===== config.mk =====
export PLATFORM = sky130hd
export DESIGN_NAME = jesd207_burst_ctrl_flat
export DESIGN_NICKNAME = d
export VERILOG_FILES = /design/src/rtl/jesd207_pkg.sv /design/src/rtl/jesd207_burst_ctrl_if.sv /design/src/rtl/jesd207_cyc_timer.sv /design/src/rtl/jesd207_burst_ctrl.sv /design/src/flat_wrapper.sv
export SDC_FILE = /design/constraint.sdc
export NUM_CORES = 1
export LEC_CHECK = 0
export BUFFER_PORTS_ARGS = -buffer_cell sky130_fd_sc_hd__buf_2
export CAP_MARGIN = 20
export CELL_PAD_IN_SITES_DETAIL_PLACEMENT = 1
export CELL_PAD_IN_SITES_GLOBAL_PLACEMENT = 2
export CORE_MARGIN = 2
export CORE_UTILIZATION = 35
export DETAILED_ROUTE_END_ITERATION = 7
export PLACE_DENSITY_LB_ADDON = 0.1
export SLEW_MARGIN = 20
export SYNTH_ARGS = -nofsm -noshare
export SYNTH_HDL_FRONTEND = slang
export SYNTH_SLANG_ARGS = --single-unit

===== constraint.sdc =====
create_clock -name fclk -period 3.38 [get_ports fclk]
set_input_delay 0.507 -clock fclk [delete_from_list [all_inputs] [get_ports fclk]]
set_output_delay 0.507 -clock fclk [all_outputs]
set_load 0.005 [all_outputs]

===== src/rtl/jesd207_pkg.sv =====
// ---------------------------------------------------------------------------
// jesd207_pkg
// Shared definitions for the JESD207 burst controller:
//   state_e      - burst sequencer states
//   DEF_*        - default widths and timing constants
//   TMR_WID      - width of the shared cycle timer
//   cyc_to_tmr() - converts a cycle-count parameter to a timer load value
// Optional feature macro used by the controller: JESD_LEVEL_MODE_EN
// ---------------------------------------------------------------------------
package jesd207_pkg;

  typedef enum logic [2:0] {
    ST_IDLE  = 3'd0,
    ST_SETUP = 3'd1,
    ST_EN_ON = 3'd2,
    ST_WAIT  = 3'd3,
    ST_TRANS = 3'd4,
    ST_STOP  = 3'd5,
    ST_GUARD = 3'd6
  } state_e;

  localparam int   DEF_CNT_WID   = 16;
  localparam int   DEF_SETUP_CYC = 2;
  localparam int   DEF_LEAD_CYC  = 2;
  localparam int   DEF_GUARD_CYC = 4;
  localparam logic DEF_TXNRX_VAL = 1'b1;

  localparam int   TMR_WID       = 8;

  // A zero reload would make a timed state last forever; clamp to one cycle.
  function automatic logic [TMR_WID-1:0] cyc_to_tmr(input int cyc);
    if (cyc < 1) begin
      return TMR_WID'(1);
    end
    return TMR_WID'(cyc);
  endfunction

endpackage


===== src/rtl/jesd207_burst_ctrl_if.sv =====
// ---------------------------------------------------------------------------
// jesd207_burst_ctrl_if
// Request/FIFO-status inputs and JESD207/FIFO control outputs of the burst
// controller.
//   slave  modport - the controller (takes req/abort/status, drives controls)
//   master modport - the requester / FIFO side
// Signals:
//   req, req_txnrx, burst_len, abort, rempty, wfull   (into controller)
//   tx_nrx, jesd_en, rd_en, wr_en, busy, done,
//   short_burst, xfer_cnt                              (out of controller)
// ---------------------------------------------------------------------------
interface jesd207_burst_ctrl_if #(
  parameter int CNT_WID = 16
) ();

  logic               req;
  logic               req_txnrx;
  logic [CNT_WID-1:0] burst_len;
  logic               abort;
  logic               rempty;
  logic               wfull;

  logic               tx_nrx;
  logic               jesd_en;
  logic               rd_en;
  logic               wr_en;
  logic               busy;
  logic               done;
  logic               short_burst;
  logic [CNT_WID-1:0] xfer_cnt;

  modport slave (
    input  req, req_txnrx, burst_len, abort, rempty, wfull,
    output tx_nrx, jesd_en, rd_en, wr_en, busy, done, short_burst, xfer_cnt
  );

  modport master (
    output req, req_txnrx, burst_len, abort, rempty, wfull,
    input  tx_nrx, jesd_en, rd_en, wr_en, busy, done, short_burst, xfer_cnt
  );

endinterface


===== src/rtl/jesd207_cyc_timer.sv =====
// ---------------------------------------------------------------------------
// jesd207_cyc_timer
// Loadable down-counter used to time the SETUP, WAIT and GUARD states.
// A state that loads N on its entry edge sees expired in its Nth cycle.
// Ports:
//   fclk    in  control clock, active on the falling edge
//   rstn    in  asynchronous active-low reset
//   load    in  reload the counter with value on this edge
//   value   in  reload value (>=1)
//   expired out high in the last cycle of the timed interval
// ---------------------------------------------------------------------------
module jesd207_cyc_timer
  import jesd207_pkg::*;
#(
  parameter int WID = TMR_WID
) (
  input  logic           fclk,
  input  logic           rstn,
  input  logic           load,
  input  logic [WID-1:0] value,
  output logic           expired
);

  logic [WID-1:0] cnt_q;
  logic [WID-1:0] cnt_d;

  always_comb begin
    cnt_d = cnt_q;
    if (load) begin
      cnt_d = value;
    end else if (cnt_q != '0) begin
      cnt_d = cnt_q - 1'b1;
    end
  end

  always_ff @(negedge fclk or negedge rstn) begin
    if (!rstn) begin
      cnt_q <= '0;
    end else begin
      cnt_q <= cnt_d;
    end
  end

  assign expired = (cnt_q == WID'(1));

endmodule


===== src/rtl/jesd207_burst_ctrl.sv =====
// ---------------------------------------------------------------------------
// jesd207_burst_ctrl
// Sequences one JESD207 burst on the fclk side of the FIFO/RAM datapath:
// TXNRX setup, ENABLE strobes, lead-in to the FIFO enable, transfer counting
// and the guard interval before the next request.
// Ports:
//   fclk  in  control clock; every flop acts on the falling edge
//   rstn  in  asynchronous active-low reset
//   bus   jesd207_burst_ctrl_if.slave - req/abort/FIFO status in,
//         tx_nrx/jesd_en/rd_en/wr_en/busy/done/short_burst/xfer_cnt out
// Optional feature: JESD_LEVEL_MODE_EN
//   defined   - ENABLE held high from EN_ON until the burst stops
//   undefined - ENABLE pulsed for one cycle in EN_ON and again in STOP
// ---------------------------------------------------------------------------
module jesd207_burst_ctrl
  import jesd207_pkg::*;
#(
  parameter int   CNT_WID   = DEF_CNT_WID,
  parameter int   SETUP_CYC = DEF_SETUP_CYC,
  parameter int   LEAD_CYC  = DEF_LEAD_CYC,
  parameter int   GUARD_CYC = DEF_GUARD_CYC,
  parameter logic DEF_TXNRX = DEF_TXNRX_VAL
) (
  input  logic                fclk,
  input  logic                rstn,
  jesd207_burst_ctrl_if.slave bus
);

`ifdef JESD_LEVEL_MODE_EN
  localparam logic LEVEL_MODE = 1'b1;
`else
  localparam logic LEVEL_MODE = 1'b0;
`endif

  localparam logic [TMR_WID-1:0] SETUP_LD = cyc_to_tmr(SETUP_CYC);
  localparam logic [TMR_WID-1:0] LEAD_LD  = cyc_to_tmr(LEAD_CYC);
  localparam logic [TMR_WID-1:0] GUARD_LD = cyc_to_tmr(GUARD_CYC);

  // ENABLE value on entry to STOP: the closing pulse in pulse mode, the
  // falling edge in level mode.
  localparam logic STOP_JESD = ~LEVEL_MODE;

  state_e             state_q,   state_d;
  logic               tx_nrx_q,  tx_nrx_d;
  logic               jesd_en_q, jesd_en_d;
  logic               rd_en_q,   rd_en_d;
  logic               wr_en_q,   wr_en_d;
  logic               done_q,    done_d;
  logic               short_q,   short_d;
  logic [CNT_WID-1:0] xfer_cnt_q, xfer_cnt_d;
  logic [CNT_WID-1:0] len_q,     len_d;

  logic               tmr_load;
  logic [TMR_WID-1:0] tmr_value;
  logic               tmr_expired;

  logic               moved;
  logic               fifo_stop;
  logic               len_hit;
  logic [CNT_WID-1:0] cnt_inc;

  jesd207_cyc_timer #(
    .WID     (TMR_WID)
  ) u_timer (
    .fclk    (fclk),
    .rstn    (rstn),
    .load    (tmr_load),
    .value   (tmr_value),
    .expired (tmr_expired)
  );

  always_comb begin
    state_d    = state_q;
    tx_nrx_d   = tx_nrx_q;
    // Level mode keeps ENABLE where it is unless a state changes it.
    jesd_en_d  = LEVEL_MODE & jesd_en_q;
    rd_en_d    = 1'b0;
    wr_en_d    = 1'b0;
    done_d     = 1'b0;
    short_d    = short_q;
    xfer_cnt_d = xfer_cnt_q;
    len_d      = len_q;
    tmr_load   = 1'b0;
    tmr_value  = '0;

    // A word moves when the enable was high and the FIFO could accept/supply.
    moved     = tx_nrx_q ? (rd_en_q & ~bus.rempty) : (wr_en_q & ~bus.wfull);
    fifo_stop = tx_nrx_q ? bus.rempty : bus.wfull;
    cnt_inc   = (moved && (xfer_cnt_q != {CNT_WID{1'b1}})) ? xfer_cnt_q + 1'b1 : xfer_cnt_q;
    len_hit   = (len_q != '0) && (cnt_inc == len_q);

    case (state_q)
      ST_IDLE: begin
        if (bus.req) begin
          state_d    = ST_SETUP;
          tx_nrx_d   = bus.req_txnrx;
          len_d      = bus.burst_len;
          xfer_cnt_d = '0;
          short_d    = 1'b0;
          tmr_load   = 1'b1;
          tmr_value  = SETUP_LD;
        end
      end

      ST_SETUP: begin
        if (bus.abort) begin
          state_d   = ST_GUARD;
          done_d    = 1'b1;
          tmr_load  = 1'b1;
          tmr_value = GUARD_LD;
        end else if (tmr_expired) begin
          state_d   = ST_EN_ON;
          jesd_en_d = 1'b1;
        end
      end

      ST_EN_ON: begin
        if (bus.abort) begin
          state_d   = ST_STOP;
          jesd_en_d = STOP_JESD;
        end else begin
          state_d   = ST_WAIT;
          tmr_load  = 1'b1;
          tmr_value = LEAD_LD;
        end
      end

      ST_WAIT: begin
        if (bus.abort) begin
          state_d   = ST_STOP;
          jesd_en_d = STOP_JESD;
        end else if (tmr_expired) begin
          state_d = ST_TRANS;
          rd_en_d = tx_nrx_q;
          wr_en_d = ~tx_nrx_q;
        end
      end

      ST_TRANS: begin
        xfer_cnt_d = cnt_inc;
        if (len_hit || fifo_stop || bus.abort) begin
          // The enable drops on the same edge that observes the stop cause.
          state_d   = ST_STOP;
          jesd_en_d = STOP_JESD;
          short_d   = fifo_stop && (len_q != '0) && !len_hit;
        end else begin
          rd_en_d = rd_en_q;
          wr_en_d = wr_en_q;
        end
      end

      ST_STOP: begin
        state_d   = ST_GUARD;
        jesd_en_d = 1'b0;
        done_d    = 1'b1;
        tmr_load  = 1'b1;
        tmr_value = GUARD_LD;
      end

      ST_GUARD: begin
        if (tmr_expired) begin
          state_d = ST_IDLE;
        end
      end

      default: begin
        state_d = ST_IDLE;
      end
    endcase
  end

  always_ff @(negedge fclk or negedge rstn) begin
    if (!rstn) begin
      state_q    <= ST_IDLE;
      tx_nrx_q   <= DEF_TXNRX;
      jesd_en_q  <= 1'b0;
      rd_en_q    <= 1'b0;
      wr_en_q    <= 1'b0;
      done_q     <= 1'b0;
      short_q    <= 1'b0;
      xfer_cnt_q <= '0;
      len_q      <= '0;
    end else begin
      state_q    <= state_d;
      tx_nrx_q   <= tx_nrx_d;
      jesd_en_q  <= jesd_en_d;
      rd_en_q    <= rd_en_d;
      wr_en_q    <= wr_en_d;
      done_q     <= done_d;
      short_q    <= short_d;
      xfer_cnt_q <= xfer_cnt_d;
      len_q      <= len_d;
    end
  end

  assign bus.tx_nrx      = tx_nrx_q;
  assign bus.jesd_en     = jesd_en_q;
  assign bus.rd_en       = rd_en_q;
  assign bus.wr_en       = wr_en_q;
  assign bus.busy        = (state_q != ST_IDLE);
  assign bus.done        = done_q;
  assign bus.short_burst = short_q;
  assign bus.xfer_cnt    = xfer_cnt_q;

endmodule


===== src/flat_wrapper.sv =====
// flat-port wrapper written by rule: the top's interface ports become plain ports
module jesd207_burst_ctrl_flat import jesd207_pkg::*;
#(
  parameter int   CNT_WID   = DEF_CNT_WID,
  parameter int   SETUP_CYC = DEF_SETUP_CYC,
  parameter int   LEAD_CYC  = DEF_LEAD_CYC,
  parameter int   GUARD_CYC = DEF_GUARD_CYC,
  parameter logic DEF_TXNRX = DEF_TXNRX_VAL
)
  (fclk, rstn, bus_req, bus_req_txnrx, bus_burst_len, bus_abort, bus_rempty, bus_wfull, bus_tx_nrx, bus_jesd_en, bus_rd_en, bus_wr_en, bus_busy, bus_done, bus_short_burst, bus_xfer_cnt);
  jesd207_burst_ctrl_if #(.CNT_WID(CNT_WID)) bus_i ();
  input  logic fclk;
  input  logic rstn;
  input wire logic [$bits(bus_i.req)-1:0] bus_req;
  input wire logic [$bits(bus_i.req_txnrx)-1:0] bus_req_txnrx;
  input wire logic [$bits(bus_i.burst_len)-1:0] bus_burst_len;
  input wire logic [$bits(bus_i.abort)-1:0] bus_abort;
  input wire logic [$bits(bus_i.rempty)-1:0] bus_rempty;
  input wire logic [$bits(bus_i.wfull)-1:0] bus_wfull;
  output wire logic [$bits(bus_i.tx_nrx)-1:0] bus_tx_nrx;
  output wire logic [$bits(bus_i.jesd_en)-1:0] bus_jesd_en;
  output wire logic [$bits(bus_i.rd_en)-1:0] bus_rd_en;
  output wire logic [$bits(bus_i.wr_en)-1:0] bus_wr_en;
  output wire logic [$bits(bus_i.busy)-1:0] bus_busy;
  output wire logic [$bits(bus_i.done)-1:0] bus_done;
  output wire logic [$bits(bus_i.short_burst)-1:0] bus_short_burst;
  output wire logic [$bits(bus_i.xfer_cnt)-1:0] bus_xfer_cnt;
  assign bus_i.req = bus_req;
  assign bus_i.req_txnrx = bus_req_txnrx;
  assign bus_i.burst_len = bus_burst_len;
  assign bus_i.abort = bus_abort;
  assign bus_i.rempty = bus_rempty;
  assign bus_i.wfull = bus_wfull;
  assign bus_tx_nrx = bus_i.tx_nrx;
  assign bus_jesd_en = bus_i.jesd_en;
  assign bus_rd_en = bus_i.rd_en;
  assign bus_wr_en = bus_i.wr_en;
  assign bus_busy = bus_i.busy;
  assign bus_done = bus_i.done;
  assign bus_short_burst = bus_i.short_burst;
  assign bus_xfer_cnt = bus_i.xfer_cnt;
  jesd207_burst_ctrl #(.CNT_WID(CNT_WID), .SETUP_CYC(SETUP_CYC), .LEAD_CYC(LEAD_CYC), .GUARD_CYC(GUARD_CYC), .DEF_TXNRX(DEF_TXNRX)) u_core (.fclk(fclk), .rstn(rstn), .bus(bus_i));
endmodule

; After elaboration in Yosys (flattened, before gate mapping)
; Index checks and enable logic that the tools add are counted.
[word_totals]
ff_bits = 49
latch_bits = 0
mem_bits_rw = 0
rom_bits = 0
inputBits = 23
output_inout_bits = 23
wordCells = 88
mem_count = 0
[op_classes]
add_sub_neg = 2
multipliers = 0
div_mod_pow = 0
order_cmp = 0
n_eq_ne = 14
n_shift = 0
mux = 39
bitwise_logic = 5
n_reduce_logical = 18
[ops]
columns = op, n
row1 = $mux 16, 2
row2 = $pmux 16 s2, 1
row3 = $pmux 8 s4, 1
row4 = $mux 3, 9
row5 = $pmux 3 s7, 1
row6 = $add 16x1->16 const B, 1
row7 = $eq 16x16->1, 1
row8 = $mux 8, 2
row9 = $ne 16x16->1 const B, 1
row10 = $reduce_bool 16->1, 1
row11 = $mux 1, 15
row12 = $eq 3x3->1 const B, 3
row13 = $eq 8x1->1 const B, 1
row14 = $pmux 1 s2, 4
row15 = $reduce_bool 8->1, 1
row16 = $sub 8x1->8 const B, 1
row17 = $eq 3x2->1 const B, 2
row18 = $ne 3x2->1 const B, 2
row19 = $reduce_and 5->1, 1
row20 = $logic_and 1x1->1, 4
row21 = $mux 2, 2
row22 = $ne 2x1->1 const B, 2
row23 = $pmux 1 s4, 1
row24 = $reduce_and 2->1, 2
row25 = 12 further kinds, 17

; Longest topological paths before layout
; Gate-level depths: netlist (run 1).
[depth]
word_depth = 11
mapped_depth = 10
depth_no_buf = 9

; Hierarchy
; A second synthesis (run 1) with hierarchy kept.
[unflattened]
cells_unflattened = 364
area_unflattened_um2 = 3316.9
[by_module_without_submodules]
columns = module, instances, cells_per_inst, area_each_um2, seq_area_each_um2
row1 = jesd207_burst_ctrl, 1, 303, 2776.4, 1027.2
row2 = jesd207_cyc_timer, 1, 61, 540.5, 200.2

==> results of run 1 <==
==> worst max-delay path, delay by kind of cell <==
kind            cells  cell delay (ns)
buf+inv             1             0.10
simple gates        3             0.75
xor+xnor            1             0.18
compound gates      4             1.00
==> state kept, by name, indices dropped and copies added, names as in the netlist, 3 cells and up <==
register              cells
u_core.len_q             16
u_core.u_timer.cnt_q      8
u_core.bus.xfer_cnt      16
u_core.state_q            3
==> report_power, final <==
group	switching [mW]	internal [mW]	leakage (nW)
Sequential	0.204	0.767	0.640
Clock	0.236	0.192	0.0602
Combinational	0.765	0.587	1.48
Total	1.21	1.55	2.18
==> metal layers <==
metal / vias to the layer above / global-route usage / part of all wire
met5: - / 0 / 0
met2: 88 / 0.361 / 0.45
li1: 1759 / - / -
met4: 0 / 0.0552 / 0.013
met3: 13 / 0.0318 / 0.046
met1: 1776 / 0.331 / 0.49
==> cells by family (layout without fill, tap and decap cells) <==
logic type | count (synthesis) | in the layout | synth area share
and+or+nand+nor | 224 | 224 | 0.332
AOI/OAI and AO/OA | 95 | 95 | 0.211
DFF | 49 | 49 | 0.343
buffers and inverters | 30 | 131 | 0.0381
xor gates and xnor gates | 21 | 21 | 0.0514
muxes | 5 | 5 | 0.0147
adders and majority gates | 3 | 3 | 0.0105
==> per-stage QoR <==
stage,instances,total power [mW]
floorplan,427,1.75
global placement,634,2.15
detailed placement,634,2.19
CTS,650,2.66
global route,661,2.98
finish,661,2.75
==> placed cells by master (no fill, tap or decap), types with 13 or more instances in the layout <==
cell type / count
buf_4: 64
nor2_1: 30
dfrtn_1: 48
o21ai_0: 14
nand2_1: 86
buf_2: 43
nand3_1: 13
o21ai_1: 14
==> synth_stat cells, types with 4 or more instances <==
| library cell | number |
|---|---|
| nand2_1 | 87 |
| dfrtn_1 | 48 |
| nor2_1 | 40 |
| o21ai_0 | 28 |
| nand3_1 | 13 |
| clkbuf_1 | 12 |
| nor4_1 | 12 |
| xnor2_1 | 12 |
| a21oi_1 | 11 |
| buf_2 | 10 |
| nand4_1 | 10 |
| xor2_1 | 9 |
| nor3_1 | 8 |
| a31oi_1 | 7 |
| and3_1 | 6 |
| nand2b_1 | 6 |
| and2_1 | 5 |
| and4_1 | 5 |
| inv_1 | 5 |
| or3_1 | 5 |
| o211ai_1 | 4 |
| o31ai_1 | 4 |
==> repair_timing <==
item | CTS | global route
resized for setup | 30 | 33
endpoints found under the setup margin | 15 | 17
pin swaps | 20 | 37
buffers inserted | 9 | 15
endpoints found under the hold margin | 0 | 0
==> worst max path at each step <==
stage                                    endpoint  slack (ns)       start
3_5_place_dp        u_core.state_q[0]$_DFFE_NN0P_       -1.20  bus_rempty
6_report             u_core.bus.rd_en$_DFFE_NN0P_       -0.69   bus_wfull
5_1_grt              u_core.bus.rd_en$_DFFE_NN0P_       -0.75  bus_rempty
4_1_cts              u_core.bus.rd_en$_DFFE_NN0P_       -0.69   bus_wfull
3_3_place_gp   u_core.bus.short_burst$_DFFE_NN0P_       -1.14  bus_rempty
2_1_floorplan        u_core.bus.rd_en$_DFFE_NN0P_       -0.77   bus_wfull
==> cell type report <==
class	instances	area [µm²]	share of cell area
Clock buffer	7	96.3	0.0201
Clock inverter	2	12.5	0.00261
Inverter	4	15.0	0.00313
Multi-Input combinational cell	348	2460	0.512
Sequential cell	49	1230	0.256
Tap cell	133	166	0.0347
Timing Repair Buffer	118	823	0.172
==> run summary, run 1 <==
Total grt overflow = 0
CTS tree = done
Final core utilization = 0.486
Worst Hold Path Cells = 1
Distinct cells, synth = 79
Final ANT Viol Nets = 0
Mapped cell area = 3580 µm²
Worst Path Arrival = 2.55 ns
Die width = 105 µm
Initial core utilization = 0.363
# hold bufs at CTS = 0
Final worst slack = -0.687 ns
Fin. max-slew vios = 0
Min-delay src = u_core.bus.xfer_cnt[6]$_DFFE_NN0P_
RR Startpoint = u_core.bus.xfer_cnt[1]$_DFFE_NN0P_
Synth area leader = dfrtn_1
CP Launch Type = input port
Drt first-iter violations = 165
Vias = 3636
# rows = 36
I/O pins = 46
CP max stage delay = 0.39 ns
Final hold slack = 0.436 ns
Core Region = 9860 µm²
Top FF cell, synth = dfrtn_1
CTS max path bufs = 2
MaxCap Viol Count = 0
Largest net degree at the start of global routing = 20
Share of cells above drive strength 1 = 0.354
Clock slew at reported path FFs = 0.07 ns
Worst Hold Class = flop to flop
Number of synthesized flops with an enable pin = 0
Die height = 105 µm
All-Layer GR Usage = 0.229
Routed wire per std cell = 18.8 µm
Crit Path Class = input port to flop
Clk_skew = 0.0581 ns
Residual DRC = 0
Syn Area/Cell = 8.38 µm²
Crit. End Element = flop
Hold EP = u_core.bus.xfer_cnt[6]$_DFFE_NN0P_
Area of placed instances = 4280 µm²
Finished Cell Area = 4800 µm²
Synth area leaders = dfrtn_1, nand2_1, nor2_1, o21ai_0, xnor2_1
CP Data Required Time = 1.86 ns
Vias in the first global route = 3792
Mapped Nets = 453
Async S/R FF share, synth = 1.00
RR Endpoint = u_core.bus.rd_en$_DFFE_NN0P_
Synthesis warning total = 0
Die area = 11000 µm²
Via/cell ratio = 5.50
Seq cells post-synth = 49
Initial antenna violation count = 0
Power per cell area = 573 nW/µm²
Root buffer cell = clkbuf_8
GPL Wtd Cong = 0.901
Area grow syn2layout = 34.1%
Critical Path Slowest Stage Cell = or3b_4
Share of the synthesized area in the top cell type = 0.336
Status = complete, but fails checks
# port buffers = 45
P_leak = 2.18 nW
Syn Inst Count = 427
CP max FO = 4
# diodes = 0
Worst r2r path cells = 9
Relative slew margins = 0.366
Final Net Count = 553
Total CTS buffers = 5
First-pass GRT wire length = 20.1 mm
Fin. Hold Viols = 0
CTS H-tree depth = 2
RSZ-0062 raised after global routing = yes
DR pass1 iterations = 4
Setup TNS = -4.03 ns
Crit path cell chain = buf_8 -> or3b_4 -> a211oi_4 -> nand2_4 -> xor2_2 -> a211o_1 -> nor4_4 -> a21oi_2 -> a32o_2
Sequential share of the synthesized area = 0.343
Failing checks = setup timing
# fillers = 1199
Final setup viols = 12
WL final = 12.4 mm
R2R setup slack = 0.28 ns
Clk sinks = 49
Worst-Margin Slew = 0.949 ns
Place WS = -1.20 ns
Worst-Skew Late Latency = 0.37 ns
DPL Wire Length = 9.33 mm
Peak supply drop = 0.000310 V
(Power assumes the default switching activity.)
==> inputs of run 2 (changes only) <==
--- a/config.mk
+++ b/config.mk
@@ -5,12 +5,13 @@
 export SDC_FILE = /design/constraint.sdc
 export NUM_CORES = 1
 export LEC_CHECK = 0
+export ABC_AREA = 1
 export BUFFER_PORTS_ARGS = -buffer_cell sky130_fd_sc_hd__buf_2
 export CAP_MARGIN = 20
 export CELL_PAD_IN_SITES_DETAIL_PLACEMENT = 1
 export CELL_PAD_IN_SITES_GLOBAL_PLACEMENT = 2
 export CORE_MARGIN = 2
-export CORE_UTILIZATION = 35
+export CORE_UTILIZATION = 32
 export DETAILED_ROUTE_END_ITERATION = 7
 export PLACE_DENSITY_LB_ADDON = 0.1
 export SLEW_MARGIN = 20
==> run summary, run 2 <==
Status = complete, but fails checks
Failing checks = setup timing
WL final = 10.5 mm (-15%)
Synth area leader = dfrtn_1
Main combinational cell family by area after synthesis = simple AND/OR/NAND/NOR gates
Worst-Skew Late Latency = 0.37 ns (about the same)
# hold bufs at CTS = 0 (unchanged)
Residual DRC = 0 (unchanged)
Fin. max-slew vios = 0 (unchanged)
Placed cells = 669 (+5.5%)
CP Launch Type = input port
Crit path cell chain = buf_8 -> inv_12 -> nand3_4 -> nand2_4 -> inv_4 -> nor2_4 -> buf_12 -> buf_16 -> nand2_4 -> nand2_4 -> xor2_2 -> nand2_1 -> nor2_2 -> nand3_2 -> nand3_4 -> nand2_4 -> nand2_2 -> nand2_2
Final Net Count = 577 (+4.3%)
Most frequent cells in the layout = nand2_1, inv_1, dfrtn_1
Most common cell after layout, fill and taps aside = nand2_1
# port buffers = 45 (unchanged)
First-pass GRT wire length = 17.4 mm (-14%)
Post-Synth Adder-Cell Area = 0.0117 (+0.00118)
Clk_skew = 0.0591 ns (+0.00101 ns)
# diodes = 0 (unchanged)
P_leak = 2.03 nW (-7.1%)
Final setup viols = 7 (-5)
Sequential share of the synthesized area = 0.382 (+0.0384)
Area grow syn2layout = 31.5%
Share of cells above drive strength 1 = 0.290 (-0.0643)
Crit. End Element = flop
Mapped Nets = 492 (+8.6%)
Final worst slack = -0.322 ns (+0.365 ns)
Non-Filler Instances = 685 (+3.6%)
CTS H-tree depth = 2 (unchanged)
Initial antenna violation count = 0 (unchanged)
Synthesis warning total = 0 (unchanged)
Top FF cell, synth = dfrtn_1
Drt first-iter violations = 97 (-41%)
Initial core utilization = 0.329 (-0.0335)
Synth area leaders = dfrtn_1, nand2_1, nand3_1, inv_1, nor2_1
Worst Hold Class = flop to flop
Largest net degree at the start of global routing = 37 (+85%)
Final core utilization = 0.433 (-0.0536)
CTS tree = done
CP max stage delay = 0.17 ns (-0.22 ns)
Critical Path Slowest Stage Cell = nor2_4
Syn Area/Cell = 6.90 µm² (-18%)
Worst Path Arrival = 2.19 ns (-0.36 ns)
Finished Cell Area = 4230 µm² (-12%)
Compound-Gate Fraction of Synth Area = 0.0751 (-0.135)
# fillers = 1289 (+7.5%)
MaxCap Viol Count = 0 (unchanged)
Crit Path Class = input port to flop
I/O pins = 46 (unchanged)
Async S/R FF share, synth = 1.00 (unchanged)
Clk sinks = 49 (unchanged)
Seq cells post-synth = 49 (unchanged)
Total power = 3.12 mW (+14%)
DPL Wire Length = 8.21 mm (-12%)
CP Data Required Time = 1.86 ns (about the same)
Post-synthesis mux area share = 0 (-0.0147)
Final hold slack = 0.410 ns (-0.0264 ns)
CTS max path bufs = 2 (unchanged)
Total grt overflow = 0 (unchanged)
Routed wire per std cell = 15.4 µm (-18%)
Vias in the first global route = 3477 (-8.3%)
Core Region = 9770 µm² (-0.91%)
Fin. Hold Viols = 0 (unchanged)
Simple-gate share of the synthesized area = 0.413 (+0.0819)
Clock slew at reported path FFs = 0.07 ns (about the same)
Relative slew margins = 0.621 (+0.255)
Root buffer cell = clkbuf_8
Post-Synth XOR/XNOR Area = 0.0241 (-0.0273)
Peak supply drop = 0.000320 V (+3.1%)
All-Layer GR Usage = 0.200 (-0.0291)
Number of synthesized flops with an enable pin = 0 (unchanged)
Place WS = -0.801 ns (+0.396 ns)
Final ANT Viol Nets = 0 (unchanged)
Vias = 3299 (-9.3%)
Post-synth top cells = nand2_1, inv_1, dfrtn_1, nand3_1, nor2_1
Worst-Margin Slew = 0.568 ns (-0.381 ns)
GPL Wtd Cong = 0.854 (-5.3%)
Die height = 104 µm (-0.79%)
Area of placed instances = 3920 µm² (-8.6%)
Syn Inst Count = 466 (+9.1%)
Setup TNS = -1.92 ns (+2.12 ns)
Total CTS buffers = 5 (unchanged)
Power per cell area = 739 nW/µm² (+29%)
Die area = 10900 µm² (-1.6%)
Mapped cell area = 3220 µm² (-10%)
Most used cell, CP = nand2_4
CP max FO = 4 (unchanged)
Distinct cells, synth = 34 (-57%)
Top-count cell post-synth = nand2_1
RSZ-0062 raised after global routing = yes
Die width = 104 µm (-0.79%)
# rows = 36 (unchanged)
Share of the synthesized area in the top cell type = 0.373 (+0.0376)
Via/cell ratio = 4.82 (-12%)
DR pass1 iterations = 6 (+2)
run 2: final timing paths:
kind	cells after the start	end	slack, ns	from
max in group asynchronous	2	u_core.bus.xfer_cnt[12]$_DFFE_NN0P_	1.15	rstn
worst max-delay path	18	u_core.state_q[2]$_DFFE_NN0P_	-0.32	bus_wfull
worst min register to register	1	u_core.u_timer.cnt_q[7]$_DFFE_NN0P_	0.41	u_core.u_timer.cnt_q[7]$_DFFE_NN0P_
worst min-delay path	1	u_core.u_timer.cnt_q[7]$_DFFE_NN0P_	0.41	u_core.u_timer.cnt_q[7]$_DFFE_NN0P_
min in group asynchronous	1	u_core.u_timer.cnt_q[7]$_DFFE_NN0P_	1.66	rstn
worst max register to register	18	u_core.state_q[2]$_DFFE_NN0P_	0.58	u_core.bus.xfer_cnt[0]$_DFFE_NN0P_
run 2: power breakdown:
group          leakage, nW  internal, mW  total, mW  switching, mW
clock               0.0564         0.159      0.407          0.248
sequential           0.637         0.840       1.10          0.257
combinational         1.33         0.661       1.62          0.959
total                 2.03          1.66       3.12           1.46
run 2: layout make-up:
cell class / count / area (µm²) / share of cell area
Tap cell: 133 / 166 / 0.0393
Inverter: 63 / 256 / 0.0606
Clock buffer: 5 / 68.8 / 0.0163
Multi-Input combinational cell: 343 / 1840 / 0.435
Clock inverter: 4 / 32.5 / 0.00769
Timing Repair Buffer: 88 / 637 / 0.151
Sequential cell: 49 / 1230 / 0.290
run 2: per-layer routing:
layer	track usage	part of all wire
met1	0.256	0.47
met2	0.358	0.50
met3	0.0232	0.021
met4	0.0502	0.012
met5	0	0
run 2: critical path: cells and delay by family:
kind | cells | cell delay (ns)
buf+inv | 5 | 0.43
simple gates | 12 | 1.11
xor+xnor | 1 | 0.12
run 2: kinds of logic (layout without fill, tap and decap cells):
logic type      after synthesis  count (layout)
xor+xnor                      8               8
fa+ha+maj                     3               3
simple gates                288             288
flops                        49              49
buf+inv                      74             160
compound gates               44              44
run 2: repair_timing:
item | CTS | global route
pin swaps | 3 | 13
endpoints found under the setup margin | 8 | 8
resized for setup | 21 | 18
gates cloned | 1 | 0
buffers inserted | 6 | 1
